**config.mk**
```make
export PLATFORM = sky130hd
export DESIGN_NAME = core_sequencer
export DESIGN_NICKNAME = d
export VERILOG_FILES = /design/src/rtl/core_sequencer.sv
export SDC_FILE = /design/constraint.sdc
export NUM_CORES = 1
export LEC_CHECK = 0
export BUFFER_PORTS_ARGS = -buffer_cell sky130_fd_sc_hd__buf_4
export CORE_MARGIN = 1
export CORE_UTILIZATION = 44
export CTS_CLUSTER_DIAMETER = 50
export DETAILED_ROUTE_END_ITERATION = 10
export GPL_TIMING_DRIVEN = 0
export PLACE_DENSITY = 0.79
export SLEW_MARGIN = 20
export SYNTH_ARGS = -nofsm -noshare
export SYNTH_HDL_FRONTEND = slang
export SYNTH_SLANG_ARGS = --single-unit
export TNS_END_PERCENT = 30
```
**constraint.sdc**
```tcl
create_clock -name clk -period 1.8 [get_ports clk]
set_input_delay 0.09 -clock clk [delete_from_list [all_inputs] [get_ports clk]]
set_output_delay 0.09 -clock clk [all_outputs]
set_load 0.005 [all_outputs]
```
**src/rtl/core_sequencer.sv**
```systemverilog
// Multi-cycle instruction sequencer: FETCH -> DECODE -> EXEC -> WB, with a sticky TRAP on bad opcodes.
// Optional performance counters are compiled in with the SEQ_PERF_COUNTERS_EN macro.
//
// state  | meaning
// FETCH  | request instruction, load instr on ack
// DECODE | classify opcode in instr[6:0]
// EXEC   | datapath busy, held while stall=1
// WB     | single-cycle pc_we/rf_we strobe
// TRAP   | illegal opcode seen, parked until reset
module core_sequencer #(
    parameter int XLEN = 32
) (
    input  logic            clk,
    input  logic            reset,
    output logic            imem_req,
    input  logic            imem_ack,
    input  logic [XLEN-1:0] imem_rdata,
    output logic [XLEN-1:0] instr,
    input  logic            stall,
    output logic            pc_we,
    output logic            rf_we,
    output logic            illegal,
    output logic [2:0]      state
`ifdef SEQ_PERF_COUNTERS_EN
    ,
    output logic [31:0]     cycle_cnt,
    output logic [31:0]     instret_cnt
`endif
);

    typedef enum logic [2:0] {
        S_FETCH  = 3'd0,
        S_DECODE = 3'd1,
        S_EXEC   = 3'd2,
        S_WB     = 3'd3,
        S_TRAP   = 3'd4
    } state_t;

    localparam logic [XLEN-1:0] INSTR_NOP = XLEN'(32'h0000_0013);

    state_t          state_q, state_d;
    logic [XLEN-1:0] instr_q, instr_d;

    function automatic logic opcode_legal(input logic [6:0] op);
        logic ok;
        ok = 1'b0;
        case (op)
            7'b0010011, 7'b0110111, 7'b0010111, 7'b0110011: ok = 1'b1;
            default:                                       ok = 1'b0;
        endcase
        return ok;
    endfunction

    always_ff @(posedge clk) begin
        if (!reset) begin
            state_q <= S_FETCH;
            instr_q <= INSTR_NOP;
        end else begin
            state_q <= state_d;
            instr_q <= instr_d;
        end
    end

    always_comb begin
        state_d = state_q;
        instr_d = instr_q;
        case (state_q)
            S_FETCH: begin
                if (imem_ack) begin
                    instr_d = imem_rdata;
                    state_d = S_DECODE;
                end
            end
            S_DECODE: begin
                state_d = opcode_legal(instr_q[6:0]) ? S_EXEC : S_TRAP;
            end
            S_EXEC: begin
                if (!stall) begin
                    state_d = S_WB;
                end
            end
            S_WB: begin
                state_d = S_FETCH;
            end
            S_TRAP: begin
                state_d = S_TRAP;
            end
            default: begin
                state_d = S_FETCH;
            end
        endcase
    end

    // Strobes are masked by reset so an aborted instruction never writes back.
    always_comb begin
        imem_req = reset && (state_q == S_FETCH);
        pc_we    = reset && (state_q == S_WB);
        rf_we    = reset && (state_q == S_WB);
        illegal  = (state_q == S_TRAP);
        state    = state_q;
        instr    = instr_q;
    end

`ifdef SEQ_PERF_COUNTERS_EN
    logic [31:0] cycle_q, cycle_d;
    logic [31:0] instret_q, instret_d;

    always_comb begin
        cycle_d   = cycle_q + 32'd1;
        instret_d = instret_q;
        if (state_q == S_WB) begin
            instret_d = instret_q + 32'd1;
        end
    end

    always_ff @(posedge clk) begin
        if (!reset) begin
            cycle_q   <= 32'd0;
            instret_q <= 32'd0;
        end else begin
            cycle_q   <= cycle_d;
            instret_q <= instret_d;
        end
    end

    assign cycle_cnt   = cycle_q;
    assign instret_cnt = instret_q;
`endif

endmodule

```
==> summary.md, run 1 <==
| Metric | Value |
|---|---|
| Core area | `0.00303 mm²` |
| Clk_lat worst skew | `0.35 ns` |
| Unrepaired setup endpoints after global routing | `no` |
| Setup Fix Bufs, Post-CTS | `0` |
| Syn. warnings | `0` |
| Finished Core Util | `78.9%` |
| CTS H-tree depth | `2` |
| Dpl ws | `between 0.2 and 0.3 ns` |
| Worst hold endpoint | `instr[19]` |
| Number of max-cap violations | `0` |
| Total CTS buffers | `5` |
| Starting Density | `46.2%` |
| Vias/cell | `4.68` |
| Crit-path slowest cell | `nor4b_2` |
| Die ar. | `0.00341 mm²` |
| Placed cell areas | `~0.002 mm²` |
| Number of nets in the layout | `310` |
| DRT iter0 DRCs | `60` |
| Crit path max-delay family | `simple AND/OR/NAND/NOR gates` |
| Area growth from synthesis to layout | `70.8%` |
| Antenna fix cells | `0` |
| Vias post-DR | `~1500` |
| CTS Sinks | `35` |
| Pins Over Slew Limit | `0` |
| Worst R2R Setup Slack | `around 0.24 ns` |
| Path type of the worst setup path | `reg -> reg` |
| Slew headroom | `69.2%` |
| IO Count | `75` |
| Total power | `1.87 mW` |
| Reg clk slew, reported paths | `0.10 ns` |
| Min-Delay Path Depth | `3` |
| Post-route setup slack | `0.244 ns` |
| Placer congestion estimate | `0.727` |
| Endpoints failing setup | `0` |
| Worst min-delay path startpoint | `imem_rdata[19]` |
| Initial antenna violation count | `0` |
| Grt ovf | `0` |
| VDD IR max | `467 µV` |
| Die Ht | `58.4 µm` |
| Largest net degree at the start of global routing | `11` |
| Worst hold slack | `0.0158 ns` |
| CTS tree | `built` |
| Vias in the first global route | `1437` |
| Synth cell types | `25` |
| Die W | `58.4 µm` |
| First-pass GRT wire length | `6090 µm` |
| Worst R2R Start | `state[1]` |
| Seq cells post-synth | `35` |
| Dpl cells | `between 200 and 300` |
| Fin crit share | `86.4%` |
| CP max stage delay | `0.46 ns` |
| Routed wire length | `3930 µm` |
| Rows | `20` |
| Post-Synthesis Cells | `162` |
| Hold Buf Count CTS | `31` |
| Cell Chain, Critical Path | `buf_4 > nor4b_2 > buf_2 > nand2_1 > a21boi_1` |
| FMAX | `around 640 MHz` |
| Final Hold Vio Count | `0` |
| Worst-path maximum fanout | `10` |
| PostCTS Resize Cnt | `0` |
| Post-DP HPWL | `2300 µm` |
| Total GRT Usage | `24.2%` |
| Reg2reg end | `instr[5]` |
| Hold crit path type | `in -> reg` |
| Net Count, Synth | `198` |
| Clock skew | `0.00640 ns` |
| Post-route setup TNS | `0 ns` |
| Status | `finished, final reports clean` |
| Worst slew pin tran | `approximately 0.46 ns` |
| Mapped Avg Cell Area | `8.63 µm²` |
| Final min period | `1.56 ns` |
| Worst Path Required | `2.08 ns` |
| Crit path launch type | `flip-flop` |
| Share of post-route cells with drive strength above 1 | `roughly 33%` |
| Final Cell Area | `between 0.002 and 0.0025 mm²` |
| Leak Pwr | `between 1 and 1.5 nW` |
| Cell Count, Final, Fillers Out | `between 300 and 400` |
| Pwr Density | `783 mW/mm²` |
| Post-synth design cell area | `0.00140 mm²` |
| Post-synthesis sequential area ratio | `50.1%` |
| CP arrival | `1.84 ns` |
| 1st-pass router iterations | `5` |
| Maximum clock insertion buffer count | `2` |
| Bufs and invs on worst path | `2` |
| CTS root buf | `clkbuf_4` |
| Reg2Reg Depth | `5` |
| DR WL/cell | `roughly 12 µm` |
| Final ANT Viol Nets | `0` |
| IO buf count | `74` |
| Post-route DRC violation count | `0` |
| Crit. End Element | `flip-flop` |
[where the power goes]
| group | total (mW) | switching (mW) | internal, mW | leakage, nW |
|---|---|---|---|---|
| combinational | 0.495 | 0.209 | 0.286 | 0.779 |
| clock | 0.485 | 0.256 | 0.230 | 0.0386 |
| sequential | 0.890 | 0.0435 | 0.847 | 0.288 |
[logic make-up (layout without fill, tap and decap cells)]
| group | after synthesis | in the layout | synth area share [%] |
|---|---|---|---|
| simple gates | 81 | 81 | 25.9 |
| flops | 35 | 35 | 50.1 |
| compound gates | 31 | 31 | 16.5 |
| buf+inv | 14 | 127 | 6.80 |
| mux | 1 | 1 | 0.716 |
[routing by layer]
metal	global-route usage (%)	vias up	share of wire (%)
li1	-	749	-
met1	24.7	666	39
met2	43.0	66	51
met3	7.03	12	6.9
met4	16.0	0	2.8
met5	0	-	0
[flip-flops by register name (all words and copies together) (netlist names)]
| register | flops |
|---|---|
| state | 3 |
| instr | 32 |
[cells in the mapped netlist, drive strengths merged]
library cell | number | share of area (%)
a21boi | 29 | 16
and3 | 1 | 0.45
buf | 10 | 5.7
clkbuf | 3 | 0.80
dfxtp | 35 | 50
inv | 1 | 0.27
mux2i | 1 | 0.72
nand2 | 64 | 17
nand2b | 1 | 0.45
nand3 | 3 | 1.1
nand3b | 1 | 0.54
nand4b | 1 | 0.63
nand4bb | 1 | 0.80
nor2 | 1 | 0.27
nor2b | 2 | 0.89
nor3 | 2 | 0.72
nor3b | 1 | 0.54
nor4b | 2 | 1.7
o21a | 1 | 0.54
o21ai | 1 | 0.36
or4b | 1 | 0.72
[worst max-delay path by stage]
stage | from | depth (start not counted) | end | slack (ns)
after floorplan | state[1] | 6 | instr[0] | 0.33
after global placement | state[0] | 6 | instr[4] | 0.27
after detailed placement | state[0] | 6 | instr[0] | 0.27
after CTS | state[0] | 5 | instr[19] | 0.24
after global routing | state[1] | 5 | instr[19] | 0.11
final | state[1] | 5 | instr[5] | 0.24
[cell type report]
| type | instances | area [µm²] |
|---|---|---|
| multi-input cells | 113 | 603 |
| inverters | 1 | 3.75 |
| plain buffers | 13 | 91.3 |
| fillers | 237 | 639 |
| clock buffers | 8 | 68.8 |
| repair buffers | 105 | 866 |
| well taps | 44 | 55.1 |
| flip-flops and latches | 35 | 701 |
[worst reg2reg max path, delay by kind of cell, from the launching register on]
family | cells | cell delay [ns]
and+or+nand+nor | 2 | 0.56
buffers and inverters | 2 | 0.47
DFF | 1 | 0.32
AOI/OAI and AO/OA | 1 | 0.14
[cell usage in the layout (no fill, tap or decap), types with 2 or more instances in the layout]
cell type,n
buf_4,76
nand2_1,64
dfxtp_1,35
dlygate4sd3_1,31
a21boi_1,27
clkbuf_4,5
buf_6,4
buf_2,4
clkbuf_1,4
nand3_1,3
nor2b_1,2
nor3_1,2
a21boi_0,2
clkbuf_8,2
(Power assumes the default switching activity.)
==> run 2, diff against run 1 <==
Settings changed: SETUP_SLACK_MARGIN set to 0.5.
==> run 2 against run 1 <==
Core utilization increased by 2.4 points. Largest power group unchanged. Non-clock buffer count increased by 6. Highest routed layer unchanged. Hold slack improved by 0.0059 ns. Sequential cell count unchanged. Routed wire length increased by 2.6%. Via count increased by 2.5%. Critical endpoint is now instr[1]. Largest cell class unchanged.
==> summary.md, run 2 (synthesized netlist as in run 1, its figures left out) <==
| Metric | Value |
|---|---|
| Maximum clock insertion buffer count | `2 (unchanged)` |
| Reg2Reg Depth | `6 (was 5)` |
| Vias in the first global route | `1430 (was 1437)` |
| Commonest non-fill, non-tap cell in the layout | `buf_4 (unchanged)` |
| CTS root buf | `clkbuf_4 (unchanged)` |
| Worst R2R Start | `state[0] (was state[1])` |
| Hold crit path type | `in -> reg (unchanged)` |
| Final min period | `1.53 ns (was 1.56 ns)` |
| Worst hold slack | `0.0216 ns (was 0.0158 ns)` |
| Pwr Density | `755 mW/mm² (was 783 mW/mm²)` |
| Placer congestion estimate | `0.709 (was 0.727)` |
| CP arrival | `1.72 ns (was 1.84 ns)` |
| Starting Density | `46.2% (unchanged)` |
| Final Cell Area | `0.00246 mm² (was 0.00239 mm²)` |
| Reg clk slew, reported paths | `0.10 ns (about the same)` |
| Leak Pwr | `1.15 nW (was 1.11 nW)` |
| Status | `finished, final reports clean (unchanged)` |
| Filler cells | `218 (was 237)` |
| Post-DP HPWL | `2200 µm (was 2300 µm)` |
| CTS Sinks | `35 (unchanged)` |
| Clock skew | `0.00533 ns (was 0.00640 ns)` |
| Die Ht | `58.4 µm (unchanged)` |
| Worst hold endpoint | `instr[15] (was instr[19])` |
| Cell Chain, Critical Path | `buf_6 > or4b_4 > buf_6 > buf_6 > nand2_2 > nand3_1 (was buf_4 > nor4b_2 > buf_2 > nand2_1 > a21boi_1)` |
| First-pass GRT wire length | `6180 µm (was 6090 µm)` |
| GR Util met2 | `43.7% (was 43.0%)` |
| Share of post-route cells with drive strength above 1 | `37.9% (was 33.5%)` |
| Total power | `1.86 mW (was 1.87 mW)` |
| Final ANT Viol Nets | `0 (unchanged)` |
| IO Count | `75 (unchanged)` |
| Die W | `58.4 µm (unchanged)` |
| Pins Over Slew Limit | `0 (unchanged)` |
| Path type of the worst setup path | `reg -> reg (unchanged)` |
| Global Route met1 Usage | `25.9% (was 24.7%)` |
| DR WL/cell | `12.4 µm (was 12.3 µm)` |
| Vias post-DR | `1530 (was 1493)` |
| Post-route DRC violation count | `0 (unchanged)` |
| FMAX | `652 MHz (was 643 MHz)` |
| Worst Path Required | `1.99 ns (was 2.08 ns)` |
| Worst min-delay path startpoint | `imem_rdata[15] (was imem_rdata[19])` |
| Worst slew pin tran | `0.380 ns (was 0.461 ns)` |
| Crit. End Element | `flip-flop (unchanged)` |
| Die ar. | `0.00341 mm² (unchanged)` |
| Number of nets in the layout | `316 (was 310)` |
| Total GRT Usage | `23.9% (was 24.2%)` |
| Total CTS buffers | `5 (unchanged)` |
| Commonest non-fill, non-tap cells in the layout | `79 x buf_4, 61 x nand2_1, 32 x dfxtp_1 (was 76 x buf_4, 64 x nand2_1, 35 x dfxtp_1)` |
| GR Layer Usage met3 | `8.35% (was 7.03%)` |
| Core area | `0.00303 mm² (unchanged)` |
| Finished Core Util | `81.3% (was 78.9%)` |
| CTS tree | `built (unchanged)` |
| 1st-pass router iterations | `6 (was 5)` |
| Grt ovf | `0 (unchanged)` |
| Initial antenna violation count | `0 (unchanged)` |
| Clk_lat worst skew | `0.32 ns (was 0.35 ns)` |
| Crit-path slowest cell | `or4b_4 (was nor4b_2)` |
| Largest net degree at the start of global routing | `11 (unchanged)` |
| Area growth from synthesis to layout | `75.9% (was 70.8%)` |
| Reg2reg end | `instr[1] (was instr[5])` |
| Final Hold Vio Count | `0 (unchanged)` |
| Vias/cell | `4.72 (was 4.68)` |
| VDD IR max | `645 µV (was 467 µV)` |
| Routed wire length | `4030 µm (was 3930 µm)` |
| Unrepaired setup endpoints after global routing | `yes (was no)` |
| GR peak layer | `met2 (unchanged)` |
| Endpoints failing setup | `0 (unchanged)` |
| DRT iter0 DRCs | `61 (was 60)` |
| Rows | `20 (unchanged)` |
| Worst-path maximum fanout | `6 (was 10)` |
| Cell mode on critical path | `buf_6` |
| Antenna fix cells | `0 (unchanged)` |
| CTS H-tree depth | `2 (unchanged)` |
| Placed cell areas | `0.00202 mm² (was 0.00201 mm²)` |
| Post-route setup TNS | `0 ns (unchanged)` |
| IO buf count | `74 (unchanged)` |
| CP max stage delay | `0.53 ns (was 0.46 ns)` |
| Fin crit share | `85.2% (was 86.4%)` |
| Crit path launch type | `flip-flop (unchanged)` |
| Min-Delay Path Depth | `3 (unchanged)` |
| Number of flip-flops in the largest register | `32 (unchanged)` |
| Slew headroom | `74.7% (was 69.2%)` |
| Number of max-cap violations | `0 (unchanged)` |
| Worst R2R Setup Slack | `0.27 ns (was 0.24 ns)` |
## run 2: area by class of cell
type                       count  area (µm²)  share of cell area (%)
buffer                        13         108                    4.37
clock buffer                   6        51.3                    2.08
clock inverter                 1        5.00                   0.203
inverter                       1        3.75                   0.153
multi-input combinational    113         628                    25.5
sequential                    35         704                    28.6
tap                           44        55.1                    2.24
timing repair buffer         111         906                    36.8
## run 2: worst max-delay path: cells and delay by family (launching register included)
kind	cells	cell delay [ns]
and+or+nand+nor	3	0.67
buffers and inverters	3	0.41
DFF	1	0.33
## run 2: metrics by stage
step | std cells | worst slack, ns
final | 324 | 0.267
after global routing | 324 | 0.244
after global placement | 280 | 0.289
after CTS | 321 | 0.301
after floorplan | 162 | 0.330
after detailed placement | 280 | 0.282
## run 2: power by group
| part | total, mW | internal (mW) | switching (mW) |
|---|---|---|---|
| combinational | 0.539 | 0.317 | 0.222 |
| sequential | 0.895 | 0.848 | 0.0469 |
| clock | 0.425 | 0.181 | 0.244 |
| total | 1.86 | 1.35 | 0.513 |
## run 2: metal layers
metal  up-vias  share of wire [%]
met1       692                 40
met5         -                  0
met4         0                1.3
li1        761                  -
met2        67                 51
met3        10                8.1
## run 2: worst max-delay path by stage
| stage | from | end | slack (ns) | cells after the start |
|---|---|---|---|---|
| 2_1_floorplan | state[1] | instr[0] | 0.33 | 6 |
| 3_3_place_gp | state[1] | instr[1] | 0.29 | 6 |
| 3_5_place_dp | state[1] | instr[4] | 0.28 | 6 |
| 4_1_cts | state[1] | instr[4] | 0.30 | 6 |
| 5_1_grt | state[0] | instr[19] | 0.24 | 6 |
| 6_report | state[0] | instr[1] | 0.27 | 6 |
## run 2: timing repair
action,CTS,global route
gates cloned,1,0
resized for setup,2,8
endpoints found under the hold margin,31,0
pin swaps,0,2
hold buffers,31,0
buffers inserted,2,3
setup endpoints to repair,34,36
==> run 3, diff against run 2 <==
Settings changed: HOLD_SLACK_MARGIN set to 0.06, MAX_ROUTING_LAYER set to met4.
==> run 3 against run 2 <==
Sequential power about the same. First-iteration DRC count grew 4.9%. Cell count is 0.62% higher. Count of clock-buffer cells in the layout is the same. Clock power hardly changed. Sequential cell count did not move. Hold slack improved by 0.058 ns. Sequential share of layout area shrank 0.37 points. Core utilization increased by 1.1 points. Non-clock buffer count grew 2. Largest power group unchanged.
==> summary.md, run 3 (synthesized netlist as in run 1, its figures left out) <==
| Metric | Value |
|---|---|
| Post-route setup TNS | `0 ns (unchanged)` |
| Total GRT Usage | `25.0% (was 23.9%)` |
| Post-route DRC violation count | `0 (unchanged)` |
| Net Sw Power | `0.515 mW (was 0.513 mW)` |
| Pwr Density | `747 mW/mm² (was 755 mW/mm²)` |
| Antenna fix cells | `0 (unchanged)` |
| Worst hold slack | `0.0797 ns (was 0.0216 ns)` |
| Number of nets in the layout | `318 (was 316)` |
| Hold crit path type | `in -> reg (unchanged)` |
| CTS tree | `built (unchanged)` |
| P_int | `1.35 mW (about the same)` |
| Total CTS buffers | `5 (unchanged)` |
| Largest net degree at the start of global routing | `11 (unchanged)` |
| Crit-path slowest cell | `or4b_4 (unchanged)` |
| Dpl cells | `280 (unchanged)` |
| Final ANT Viol Nets | `0 (unchanged)` |
| Share of post-route cells with drive strength above 1 | `37.9% (about the same)` |
| Clk_lat worst skew | `0.32 ns (about the same)` |
| Die ar. | `0.00341 mm² (unchanged)` |
| Endpoints failing setup | `0 (unchanged)` |
| CTS Sinks | `35 (unchanged)` |
| Cell Chain, Critical Path | `buf_6 > or4b_4 > buf_6 > buf_6 > nand2_2 > nand3_2 (was buf_6 > or4b_4 > buf_6 > buf_6 > nand2_2 > nand3_1)` |
| Cell mode on critical path | `buf_6 (unchanged)` |
| Unrepaired setup endpoints after global routing | `yes (unchanged)` |
| Die Ht | `58.4 µm (unchanged)` |
| Maximum clock insertion buffer count | `2 (unchanged)` |
| Number of max-cap violations | `0 (unchanged)` |
| Routed wire length | `4030 µm (about the same)` |
| DR WL/cell | `12.4 µm (about the same)` |
| Crit path launch type | `flip-flop (unchanged)` |
| Worst Path Required | `2.00 ns (was 1.99 ns)` |
| Filler cells | `202 (was 218)` |
| Reg2Reg Depth | `6 (unchanged)` |
| Post-route setup slack | `0.286 ns (was 0.267 ns)` |
| Commonest non-fill, non-tap cells in the layout | `77 x buf_4, 62 x nand2_1, 34 x dlygate4sd3_1 (was 79 x buf_4, 61 x nand2_1, 32 x dfxtp_1)` |
| Min-Delay Path Depth | `3 (unchanged)` |
| CP arrival | `1.71 ns (was 1.72 ns)` |
| First-pass GRT wire length | `6290 µm (was 6180 µm)` |
| CTS H-tree depth | `2 (unchanged)` |
| Fin crit share | `84.1% (was 85.2%)` |
| CP max stage delay | `0.53 ns (about the same)` |
| Switching Fraction | `27.7% (was 27.6%)` |
| Total power | `1.86 mW (about the same)` |
| Reg power frac | `48.1% (about the same)` |
| Initial antenna violation count | `0 (unchanged)` |
| Commonest non-fill, non-tap cell in the layout | `buf_4 (unchanged)` |
| Core area | `0.00303 mm² (unchanged)` |
| Starting Density | `46.2% (unchanged)` |
| Post-DP HPWL | `2200 µm (unchanged)` |
| Area growth from synthesis to layout | `78.3% (was 75.9%)` |
| IO buf count | `74 (unchanged)` |
| Cell Count, Final, Fillers Out | `326 (was 324)` |
| Vias/cell | `4.71 (was 4.72)` |
| Grt ovf | `0 (unchanged)` |
| Vias in the first global route | `1466 (was 1430)` |
| Dpl ws | `0.282 ns (unchanged)` |
| Number of flip-flops in the largest register | `32 (unchanged)` |
| Reg clk slew, reported paths | `0.10 ns (about the same)` |
| Worst slew pin tran | `0.380 ns (about the same)` |
| Clock power share | `22.8% (about the same)` |
| Rows | `20 (unchanged)` |
| 1st-pass router iterations | `6 (unchanged)` |
| VDD IR max | `640 µV (was 645 µV)` |
| Pins Over Slew Limit | `0 (unchanged)` |
| Worst-path maximum fanout | `6 (unchanged)` |
| CTS root buf | `clkbuf_4 (unchanged)` |
| Final min period | `1.51 ns (was 1.53 ns)` |
| IO Count | `75 (unchanged)` |
| Leak Pwr | `1.15 nW (about the same)` |
| Part of the power in combinational logic | `29.1% (was 29.0%)` |
| Vias post-DR | `1534 (was 1530)` |
| Status | `finished, final reports clean (unchanged)` |
| Clock skew | `0.00877 ns (was 0.00533 ns)` |
| Slew headroom | `74.6% (was 74.7%)` |
| Path type of the worst setup path | `reg -> reg (unchanged)` |
| Crit. End Element | `flip-flop (unchanged)` |
| FMAX | `660 MHz (was 652 MHz)` |
| DRT iter0 DRCs | `64 (was 61)` |
| Final Hold Vio Count | `0 (unchanged)` |
| Die W | `58.4 µm (unchanged)` |
| Placer congestion estimate | `0.717 (was 0.709)` |
==> run 3: changes by cell type in the layout (fill, tap and decap cells not counted), sizes merged <==
cell         previous run  this run
dlygate4sd3            31        34
buf                    88        87
==> run 3: worst max-delay path: cells and delay by family, from the launching register on <==
family                 cells  cell delay [ns]
DFF                        1             0.33
and+or+nand+nor            3             0.66
buffers and inverters      3             0.41
==> run 3: per-layer routing <==
| layer | global-route usage, % | vias to the layer above | share of wire (%) |
|---|---|---|---|
| met4 | 7.14 | 0 | 0.94 |
| met3 | 6.15 | 8 | 5.3 |
| met1 | 28.1 | 703 | 43 |
| met2 | 44.2 | 54 | 50 |
| met5 | - | - | 0 |
| li1 | - | 769 | - |
==> run 3: area by class of cell <==
class	instances	area [µm²]	share of cell area [%]
Inverter	1	3.75	0.151
Buffer	13	104	4.16
Tap cell	44	55.1	2.21
Sequential cell	35	704	28.2
Clock inverter	1	5.00	0.201
Timing Repair Buffer	113	932	37.4
Multi-Input combinational cell	113	638	25.6
Clock buffer	6	51.3	2.06
==> run 3: final timing paths <==
check	start	endpoint	slack, ns
worst max-delay path	state[0]	instr[1]	0.29
worst min-delay path	reset	state[0]	0.08
worst max register to register	state[0]	instr[1]	0.29
worst min register to register	instr[12]	instr[12]	0.46
==> run 3: stage by stage <==
stage	area (µm²)	util, %
floorplan	1410	-
global placement	2020	66.7
detailed placement	2020	66.7
CTS	2450	80.9
global route	2490	82.4
finish	2490	82.4
==> run 3: repair_timing <==
action / in CTS / in global routing
endpoints found under the setup margin: 34 / 36
resized for setup: 2 / 10
hold buffers: 34 / 0
gates cloned: 1 / 0
hold endpoints to repair: 33 / 0
pin swaps: 0 / 2
buffers inserted: 2 / 2
==> run 3: power by group through the flow <==
stage	Sequential, mW	Combinational, mW	Clock [mW]
global placement	0.906	0.437	0
finish	0.896	0.543	0.424
floorplan	0.911	0.215	0
global route	0.904	0.597	0.456
CTS	0.890	0.516	0.440
detailed placement	0.907	0.440	0
